File: src/rtl/mpram_write_scheduler_if.sv
// Write-request bus between the write-back/commit sources and the scheduler.
// master: requester side (drives valid/we/addr/data); slave: scheduler side (drives ready).
interface mpram_write_scheduler_if #(
  parameter int REQ_NUM    = 8,
  parameter int ADDR_WIDTH = 7,
  parameter int DATA_WIDTH = 64,
  parameter int BYTES_NUM  = 1
);
  logic [REQ_NUM-1:0]                 req_valid_i;
  logic [REQ_NUM-1:0]                 req_ready_o;
  logic [REQ_NUM-1:0][BYTES_NUM-1:0]  req_we_i;
  logic [REQ_NUM-1:0][ADDR_WIDTH-1:0] req_addr_i;
  logic [REQ_NUM-1:0][DATA_WIDTH-1:0] req_data_i;

  modport master (
    output req_valid_i, req_we_i, req_addr_i, req_data_i,
    input  req_ready_o
  );

  modport slave (
    input  req_valid_i, req_we_i, req_addr_i, req_data_i,
    output req_ready_o
  );
endinterface

File: src/rtl/mpram_write_scheduler.sv
// Round-robin write scheduler for the LVT multi-port RAM: shares WPORTS_NUM
// write ports among REQ_NUM requesters, one grant per address per cycle,
// outputs registered (1-cycle latency), optional zero-fill sweep after reset.
// Ports: clk, rst (sync, active-high); req (slave request bus: valid/ready/
// we/addr/data); en_w_o/we_o/waddr_o/data_o (RAM write ports); init_done_o.
// Optional: `define MPRAM_SCHED_STARVE_GUARD_EN adds per-requester wait
// counters that force a starving requester to the front of the scan.
module mpram_write_scheduler #(
  parameter int REQ_NUM          = 8,
  parameter int WPORTS_NUM       = 2,
  parameter int DATA_DEPTH       = 128,
  parameter int DATA_WIDTH       = 64,
  parameter int BYTE_WRITE_WIDTH = 64,
  parameter int INIT_ON_RESET    = 1,
  localparam int ADDR_WIDTH      = $clog2(DATA_DEPTH),
  localparam int BYTES_NUM       = DATA_WIDTH / BYTE_WRITE_WIDTH
) (
  input  logic                                  clk,
  input  logic                                  rst,
  mpram_write_scheduler_if.slave                req,
  output logic [WPORTS_NUM-1:0]                 en_w_o,
  output logic [WPORTS_NUM-1:0][BYTES_NUM-1:0]  we_o,
  output logic [WPORTS_NUM-1:0][ADDR_WIDTH-1:0] waddr_o,
  output logic [WPORTS_NUM-1:0][DATA_WIDTH-1:0] data_o,
  output logic                                  init_done_o
);

  localparam int PTR_W = (REQ_NUM > 1) ? $clog2(REQ_NUM) : 1;
  localparam int CNT_W = ADDR_WIDTH + 1;

  localparam logic [0:0] S_INIT = 1'b0;
  localparam logic [0:0] S_RUN  = 1'b1;

  logic [0:0]       state_q;
  logic [CNT_W-1:0] init_cnt_q;
  logic [PTR_W-1:0] rr_ptr_q;
  logic [PTR_W-1:0] rr_ptr_d;
  logic [PTR_W-1:0] scan_start;
  logic             run;

  logic [REQ_NUM-1:0]                grant;
  logic [WPORTS_NUM-1:0]             sel_vld;
  logic [WPORTS_NUM-1:0][PTR_W-1:0]  sel_idx;

  assign run             = (state_q == S_RUN);
  assign init_done_o     = run;
  assign req.req_ready_o = grant & {REQ_NUM{run & ~rst}};

`ifdef MPRAM_SCHED_STARVE_GUARD_EN
  logic [REQ_NUM-1:0][3:0] wait_q;

  // A saturated waiter takes the scan head; lowest index wins.
  always_comb begin : starve_pick
    logic found;
    found      = 1'b0;
    scan_start = rr_ptr_q;
    for (int i = 0; i < REQ_NUM; i++) begin
      if (!found && wait_q[i] == 4'hF) begin
        scan_start = PTR_W'(i);
        found      = 1'b1;
      end
    end
  end

  always_ff @(posedge clk) begin
    if (rst) begin
      wait_q <= '0;
    end else if (run) begin
      for (int i = 0; i < REQ_NUM; i++) begin
        if (req.req_valid_i[i] && !grant[i])
          wait_q[i] <= (wait_q[i] == 4'hF) ? 4'hF : wait_q[i] + 4'd1;
        else
          wait_q[i] <= 4'd0;
      end
    end
  end
`else
  assign scan_start = rr_ptr_q;
`endif

  // Scan from scan_start; k-th grant lands on port k, and an address
  // already granted this cycle blocks later requesters with the same one.
  always_comb begin : arb
    int   idx;
    int   np;
    logic clash;
    grant    = '0;
    sel_vld  = '0;
    sel_idx  = '0;
    rr_ptr_d = rr_ptr_q;
    idx      = 0;
    np       = 0;
    clash    = 1'b0;
    for (int k = 0; k < REQ_NUM; k++) begin
      idx = int'(scan_start) + k;
      if (idx >= REQ_NUM)
        idx = idx - REQ_NUM;
      clash = 1'b0;
      for (int p = 0; p < WPORTS_NUM; p++) begin
        if (p < np && req.req_addr_i[sel_idx[p]] == req.req_addr_i[idx])
          clash = 1'b1;
      end
      if (req.req_valid_i[idx] && np < WPORTS_NUM && !clash) begin
        grant[idx]   = 1'b1;
        sel_vld[np]  = 1'b1;
        sel_idx[np]  = PTR_W'(idx);
        np           = np + 1;
        rr_ptr_d     = (idx == REQ_NUM - 1) ? '0 : PTR_W'(idx + 1);
      end
    end
  end

  always_ff @(posedge clk) begin
    if (rst) begin
      state_q    <= (INIT_ON_RESET != 0) ? S_INIT : S_RUN;
      init_cnt_q <= '0;
      rr_ptr_q   <= '0;
      en_w_o     <= '0;
      we_o       <= '0;
      waddr_o    <= '0;
      data_o     <= '0;
    end else if (state_q == S_INIT) begin
      en_w_o <= '0;
      we_o   <= '0;
      // Counter runs one past the last address so RUN starts only after
      // the final zero write has been presented on port 0.
      if (init_cnt_q < CNT_W'(DATA_DEPTH)) begin
        en_w_o[0]  <= 1'b1;
        we_o[0]    <= '1;
        waddr_o[0] <= init_cnt_q[ADDR_WIDTH-1:0];
        data_o[0]  <= '0;
        init_cnt_q <= init_cnt_q + CNT_W'(1);
      end else begin
        state_q <= S_RUN;
      end
    end else begin
      for (int p = 0; p < WPORTS_NUM; p++) begin
        en_w_o[p] <= sel_vld[p];
        if (sel_vld[p]) begin
          we_o[p]    <= req.req_we_i[sel_idx[p]];
          waddr_o[p] <= req.req_addr_i[sel_idx[p]];
          data_o[p]  <= req.req_data_i[sel_idx[p]];
        end else begin
          we_o[p] <= '0;
        end
      end
      rr_ptr_q <= rr_ptr_d;
    end
  end

endmodule

File: src/flat_wrapper.sv
// flat-port wrapper written by rule: the top's interface ports become plain ports
module mpram_write_scheduler_flat 
#(
  parameter int REQ_NUM          = 8,
  parameter int WPORTS_NUM       = 2,
  parameter int DATA_DEPTH       = 128,
  parameter int DATA_WIDTH       = 64,
  parameter int BYTE_WRITE_WIDTH = 64,
  parameter int INIT_ON_RESET    = 1,
  localparam int ADDR_WIDTH      = $clog2(DATA_DEPTH),
  localparam int BYTES_NUM       = DATA_WIDTH / BYTE_WRITE_WIDTH
)
  (clk, rst, en_w_o, we_o, waddr_o, data_o, init_done_o, req_req_valid_i, req_req_we_i, req_req_addr_i, req_req_data_i, req_req_ready_o);
  mpram_write_scheduler_if #(.REQ_NUM(REQ_NUM), .ADDR_WIDTH((7)), .DATA_WIDTH(DATA_WIDTH), .BYTES_NUM((1))) req_i ();
  input  logic clk;
  input  logic rst;
  output logic [WPORTS_NUM-1:0] en_w_o;
  output logic [WPORTS_NUM-1:0][BYTES_NUM-1:0] we_o;
  output logic [WPORTS_NUM-1:0][ADDR_WIDTH-1:0] waddr_o;
  output logic [WPORTS_NUM-1:0][DATA_WIDTH-1:0] data_o;
  output logic init_done_o;
  input wire logic [$bits(req_i.req_valid_i)-1:0] req_req_valid_i;
  input wire logic [$bits(req_i.req_we_i)-1:0] req_req_we_i;
  input wire logic [$bits(req_i.req_addr_i)-1:0] req_req_addr_i;
  input wire logic [$bits(req_i.req_data_i)-1:0] req_req_data_i;
  output wire logic [$bits(req_i.req_ready_o)-1:0] req_req_ready_o;
  assign req_i.req_valid_i = req_req_valid_i;
  assign req_i.req_we_i = req_req_we_i;
  assign req_i.req_addr_i = req_req_addr_i;
  assign req_i.req_data_i = req_req_data_i;
  assign req_req_ready_o = req_i.req_ready_o;
  mpram_write_scheduler #(.REQ_NUM(REQ_NUM), .WPORTS_NUM(WPORTS_NUM), .DATA_DEPTH(DATA_DEPTH), .DATA_WIDTH(DATA_WIDTH), .BYTE_WRITE_WIDTH(BYTE_WRITE_WIDTH), .INIT_ON_RESET(INIT_ON_RESET)) u_core (.clk(clk), .rst(rst), .req(req_i), .en_w_o(en_w_o), .we_o(we_o), .waddr_o(waddr_o), .data_o(data_o), .init_done_o(init_done_o));
endmodule
File: config.mk
export PLATFORM = sky130hd
export DESIGN_NAME = mpram_write_scheduler_flat
export DESIGN_NICKNAME = d
export VERILOG_FILES = /design/src/rtl/mpram_write_scheduler_if.sv /design/src/rtl/mpram_write_scheduler.sv /design/src/flat_wrapper.sv
export SDC_FILE = /design/constraint.sdc
export NUM_CORES = 2
export LEC_CHECK = 0
export CORE_AREA = 3 3 286 288
export DETAILED_ROUTE_END_ITERATION = 16
export DIE_AREA = 0 0 289 291
export PLACE_DENSITY = 0.67
export SLEW_MARGIN = 20
export SYNTH_ARGS = -nofsm -noshare
export SYNTH_HDL_FRONTEND = slang
export SYNTH_SLANG_ARGS = --single-unit
File: constraint.sdc
create_clock -name clk -period 21.2 [get_ports clk]
set_input_delay 3.18 -clock clk [delete_from_list [all_inputs] [get_ports clk]]
set_output_delay 3.18 -clock clk [all_outputs]
set_load 0.01 [all_outputs]
### Word-level counts from Yosys, hierarchy flattened

Index checks and enable logic that the tools add are counted.

| word-level totals | value |
|---|---|
| bits in writable memories | 0 |
| output and inout port bits | 155 |
| bits in latches | 0 |
| logic and storage cells | 431 |
| memories | 0 |
| flip-flop bits (word level) | 158 |
| memory bits (read-only) | 0 |
| input port bits | 586 |

| operators by class | value |
|---|---|
| $lt $le $gt $ge | 75 |
| multiplexer cells | 215 |
| div/mod/pow operators | 0 |
| add/subtract/negate cells | 30 |
| reduce and logical (&&, ||, !) cells | 58 |
| eq/ne operators | 23 |
| shift operators | 0 |
| bitwise operators | 19 |
| $mul | 0 |

Operators by type and width:

| cell | count |
|---|---|
| 7-bit binary-select mux with 3-bit select | 22 |
| 32-bit by 1-bit >= comparator with 1-bit output (second input constant) | 14 |
| 32-bit 2-to-1 mux | 14 |
| 64-bit binary-select mux with 3-bit select | 2 |
| 32-bit by 3-bit < comparator with 1-bit output (second input constant) | 12 |
| 64-bit 2-to-1 mux | 5 |
| 32-bit by 4-bit == test with 1-bit output (second input constant) | 8 |
| 32-bit by 5-bit < comparator with 1-bit output (second input constant) | 8 |
| 32-bit by 5-bit >= comparator with 1-bit output (second input constant) | 7 |
| 7-bit 2-to-1 mux | 32 |
| 32-bit by 5-bit subtractor with 32-bit output (second input constant) | 7 |
| 1-bit by 32-bit < comparator with 1-bit output (first input constant) | 6 |
| 2-bit by 32-bit < comparator with 1-bit output (first input constant) | 6 |
| 32-bit by 2-bit adder with 32-bit output (second input constant) | 5 |
| 7-bit == test | 14 |
| 3-bit 2-to-1 mux | 24 |
| 8-bit 2-to-1 mux | 8 |
| 3-bit by 4-bit < comparator with 1-bit output (second input constant) | 15 |
| 8-bit bitwise OR | 7 |
| 1-bit 2-to-1 mux | 55 |
| 1-bit logical AND | 43 |
| 6-bit bitwise mux | 7 |
| 6-bit 2-to-1 mux | 7 |
| 1-bit binary-select mux with 3-bit select | 10 |
| other kinds (28) | 82 |

### Longest topological paths before layout

| logic depth | value |
|---|---|
| depth in word-level cells | 73 |
| gate-level depth with buffers | 75 |
| depth with buffers taken out | 59 |

### Least setup slack after synthesis

No wires, ideal clock.

| timing | value |
|---|---|
| kind | input -> output |
| from | in req_req_valid_i[3] |
| to | out req_req_ready_o[6] |
| arrival time | 17.492 ns |
| buffers on the path | 9 |
| stages on the path | 62 |
| required time | 18.020 ns |
| slack | 0.528 ns |
| cell sequence | mux4_2 > and2_1 > buf_2 > nor2_1 > inv_1 > buf_2 > ha_1 > buf_2 > buf_4 > mux4_2 > and2_1 > o31ai_1 > o2111a_2 > a41oi_4 > buf_2 > ha_1 > nor2_1 > and3_1 > [... 26 more ...] > nand2_1 > o32ai_1 > o221a_2 > a311o_1 > and3_4 > nor4b_4 > nand4_4 > and2_1 > buf_4 > mux2i_2 > a211oi_1 > nor4_2 > mux2_1 > and4_1 > a211o_1 > mux2_2 > mux2_2 > a211oi_1 |

| between the ends | value |
|---|---|
| cells in the longest elaborated chain, start to end | 68 |
| elaborated cells between the ends (all ways) | 205 |
| classes of those cells | add/sub: 6; order compare: 33; eq/ne: 13; mux: 104; bitwise: 8; reduce/logical: 41 |

RTL lines:

| element | line | RTL |
|---|---|---|
| start, declared | flat_wrapper.sv:22 | `input wire logic [$bits(req_i.req_valid_i)-1:0] req_req_valid_i;` |
| branches (longest 66 deep; another with 7-bit binary-select mux with 3-bit select) | - |  |
| 8-bit 2-to-1 mux * | mpram_write_scheduler.sv:103 | `if (req.req_valid_i[idx] && np < WPORTS_NUM && !clash) begin` |
| 8-bit bitwise AND * | mpram_write_scheduler.sv:47 | `assign req.req_ready_o = grant & {REQ_NUM{run & ~rst}};` |
| end, declared | flat_wrapper.sv:26 | `output wire logic [$bits(req_i.req_ready_o)-1:0] req_req_ready_o;` |

Mark *: on every way between the ends. The select of a mux whose other input is x is not followed.

### Final worst setup path

Same ends and word-level chain as after synthesis.

==> reports/metrics.yaml <==
flow_run:
  drv_cap: 0
layout:
  drive_gt1_share_pct: 15.9
  most-common-layout-cells: "nand2_1, clkdlybuf4s50_1, mux2i_1"
  area_growth_pct: 45.1
  fin_util_pct: 45.5
  fin_nets: 4705
  layout_commonest_cell: "nand2_1"
routing:
  drt_first_pass_iters: 6
  dr_wl_met2_um: 75800
  top_layer: "met5"
  wl_met1_um: 60500
  wire_per_inst_um: 32.7
  ant_nets: 0
  wl_met3_um: 21000
  drtIter0Drc: 3980
  wl_um: 170000
  viasPerCell: 6.34
  route.detailed.drc: 0
  via_count: 33000
setup_path:
  critPathSlowestCell: "or4_4"
  reg2reg_to: "u_core.waddr_o[12]"
  crit_buf_inv: 15
  critPathLaunch: "req_req_valid_i[3]"
  cp_top_family: "compound AO/OA/AOI/OAI gates"
  arrival_ps: 17580
  start_kind: "input port"
  critPathKind: "in -> out"
  cpPeakStageDelay_ps: 590
  crit_required_ps: 18020
  crit_top_cell: "buf_4"
  cp_max_fo: 21
  rrSetupSlack_ps: 4910
  rr_worst_depth: 63
  cp-end-kind: "primary output"
  r2r-start: "u_core.rr_ptr_q[0]"
logic_synthesis:
  synth_ff_type: "dfxtp_1"
  syn_area_per_cell_um2: 7.39
  synth.distinct_cells: 109
  ys_ff_latch: 158
  ys.warnings.count: 0
  synth_fp_nets: 3965
  seq_area_frac_synth_pct: 12.8
  syn_inst: 3355
  synth_edf_count: 0
  async_flop_share_pct: 0
  synth_area_mm2: 0.0248
sta:
  report.final.slew_viol_count: 0
  finalSetupViolations: 0
  worstMarginPinSlew_ps: 1130
  skew_ps: 31.4
  finalSetupTns_ps: 0
  max_freq_ghz: 0.0482
  hold_viol_final: 0
  layout_setup_ws_ps: 439
  post-route-period-util_pct: 97.9
  slew_headroom_pct: 24.5
  period_minus_slack_ps: 20760
clock_network:
  clkTransAtPathRegs_ps: 80
  root_buffer: "clkbuf_16"
  cts_buffers: 17
  clock_latency_ps: 500
  cts_sinks: 158
  cts_tree: "done"
  clock_path_buffers: 2
  cts_htree_levels: 4
  hold_buffers: 0
power_and_ir_drop:
  peakVddDrop_mv: 0.0749
  powerDensity_mw_per_mm2: 62.8
  p_leak_nw: 14.7
hold_path:
  hold_path_class: "reg -> reg"
  holdPathEnd: "u_core.data_o[2]"
  hold_depth: 2
  hold_path.startpoint: "u_core.data_o[2]"
place:
  gp_congestion: 1.04
  dp_slack_ps: -369
  port_buffers: 740
  hpwl_um: 130000
die:
  die_h_um: 291
  die_w_um: 289
  io_pins: 741
  start_util_pct: 31.3
  rows: 103
  core_mm2: 0.0791
  die_area_mm2: 0.0841
global_route:
  antenna_found_initial: 91
  overflow: 0
  grt_pass1_vias: 30500
  grt_usage_pct: 38.6
  grt_max_degree: 161
  grt_pass1_wl_um: 234000
run_status:
  status: "complete, no violations"
==> synth_stat cells (18+ instances only) <==
library cell / count / area, um2
mux2_2: 66 / 743
mux2i_1: 361 / 3610
o21ai_0: 107 / 536
a2bb2oi_1: 73 / 639
dfxtp_1: 158 / 3160
mux4_2: 82 / 1850
ha_1: 24 / 300
buf_6: 20 / 225
a31oi_1: 85 / 532
inv_1: 61 / 229
mux2_1: 79 / 890
nor3_1: 26 / 130
and3_1: 81 / 507
buf_1: 18 / 67.6
o31ai_1: 21 / 158
nand2_1: 801 / 3010
clkbuf_1: 254 / 953
a311oi_1: 92 / 806
nand3_1: 163 / 816
o211ai_1: 98 / 736
a21oi_1: 82 / 410
a22oi_1: 23 / 173
nor2_1: 120 / 450
buf_4: 28 / 210
buf_2: 37 / 185
a211oi_1: 45 / 338
==> what timing repair did <==
item / 4_1_cts / 5_1_grt
setup buffers: 1 / 9
gates resized for setup: 14 / 75
setup endpoints to repair: 8 / 8
pin swaps: 3 / 21
cloned: 0 / 4
==> report_power, final <==
| part | internal (mW) | total [mW] | leakage [nW] | switching, mW |
|---|---|---|---|---|
| clock network | 0.163 | 0.352 | 0.302 | 0.189 |
| registers | 0.297 | 0.298 | 1.27 | 0.000953 |
| logic | 0.671 | 1.61 | 13.1 | 0.938 |
| total | 1.13 | 2.26 | 14.7 | 1.13 |
==> logic make-up (layout without fill, tap and decap cells) <==
logic type	count (synthesis)	in the layout	synth area share [%]
and+or+nand+nor	1312	1312	23.8
other	0	50	0
AOI/OAI and AO/OA	814	814	24.7
adders and majority gates	25	25	1.25
muxes	591	591	28.8
xor gates and xnor gates	30	30	1.06
DFF	158	158	12.8
buffers and inverters	425	1178	7.67
==> worst min-delay path, stage by stage, from the launching register on <==
cell and delay (ps):
dfxtp_1 330, nand2_1 40, o21ai_0 50
==> stage by stage <==
step | instance area [um2] | total power [mW] | cells | hold WS [ps]
5_1_grt | 35900 | 2.37 | 5196 | 482
3_5_place_dp | 34700 | 1.84 | 5112 | 442
3_3_place_gp | 34700 | 1.84 | 5112 | 434
2_1_floorplan | 24800 | 1.30 | 3355 | 467
6_report | 36000 | 2.26 | 5208 | 457
4_1_cts | 35400 | 2.21 | 5145 | 460
==> worst max-delay path by stage <==
| stage | cells after the start | slack, ps | end |
|---|---|---|---|
| finish | 63 | 440 | req_req_ready_o[6] |
| global route | 65 | -40 | req_req_ready_o[6] |
| CTS | 64 | 30 | req_req_ready_o[0] |
| detailed placement | 62 | -370 | req_req_ready_o[0] |
| global placement | 62 | -240 | req_req_ready_o[0] |
| floorplan | 62 | 530 | req_req_ready_o[6] |
==> final cells by class <==
cell class	count	area [um2]
fillers	7990	43200
diodes	50	125
multi-input cells	2772	20200
clock inverters	15	204
clock buffers	17	425
well taps	1050	1310
flip-flops and latches	158	3170
repair buffers	1079	10300
inverters	67	254
==> sequential cells by signal, indices dropped and copies added (netlist names) <==
register,flops
u_core.data_o,128
u_core.en_w_o,2
u_core.init_cnt_q,8
u_core.init_done_o,1
u_core.rr_ptr_q,3
u_core.waddr_o,14
u_core.we_o,2
==> per-layer routing <==
layer	global-route usage, %	up-vias
li1	-	14100
met1	45.3	15800
met2	60.0	2524
met3	12.8	642
met4	25.2	24
met5	0	-
Power figures use the tool's default switching activity.
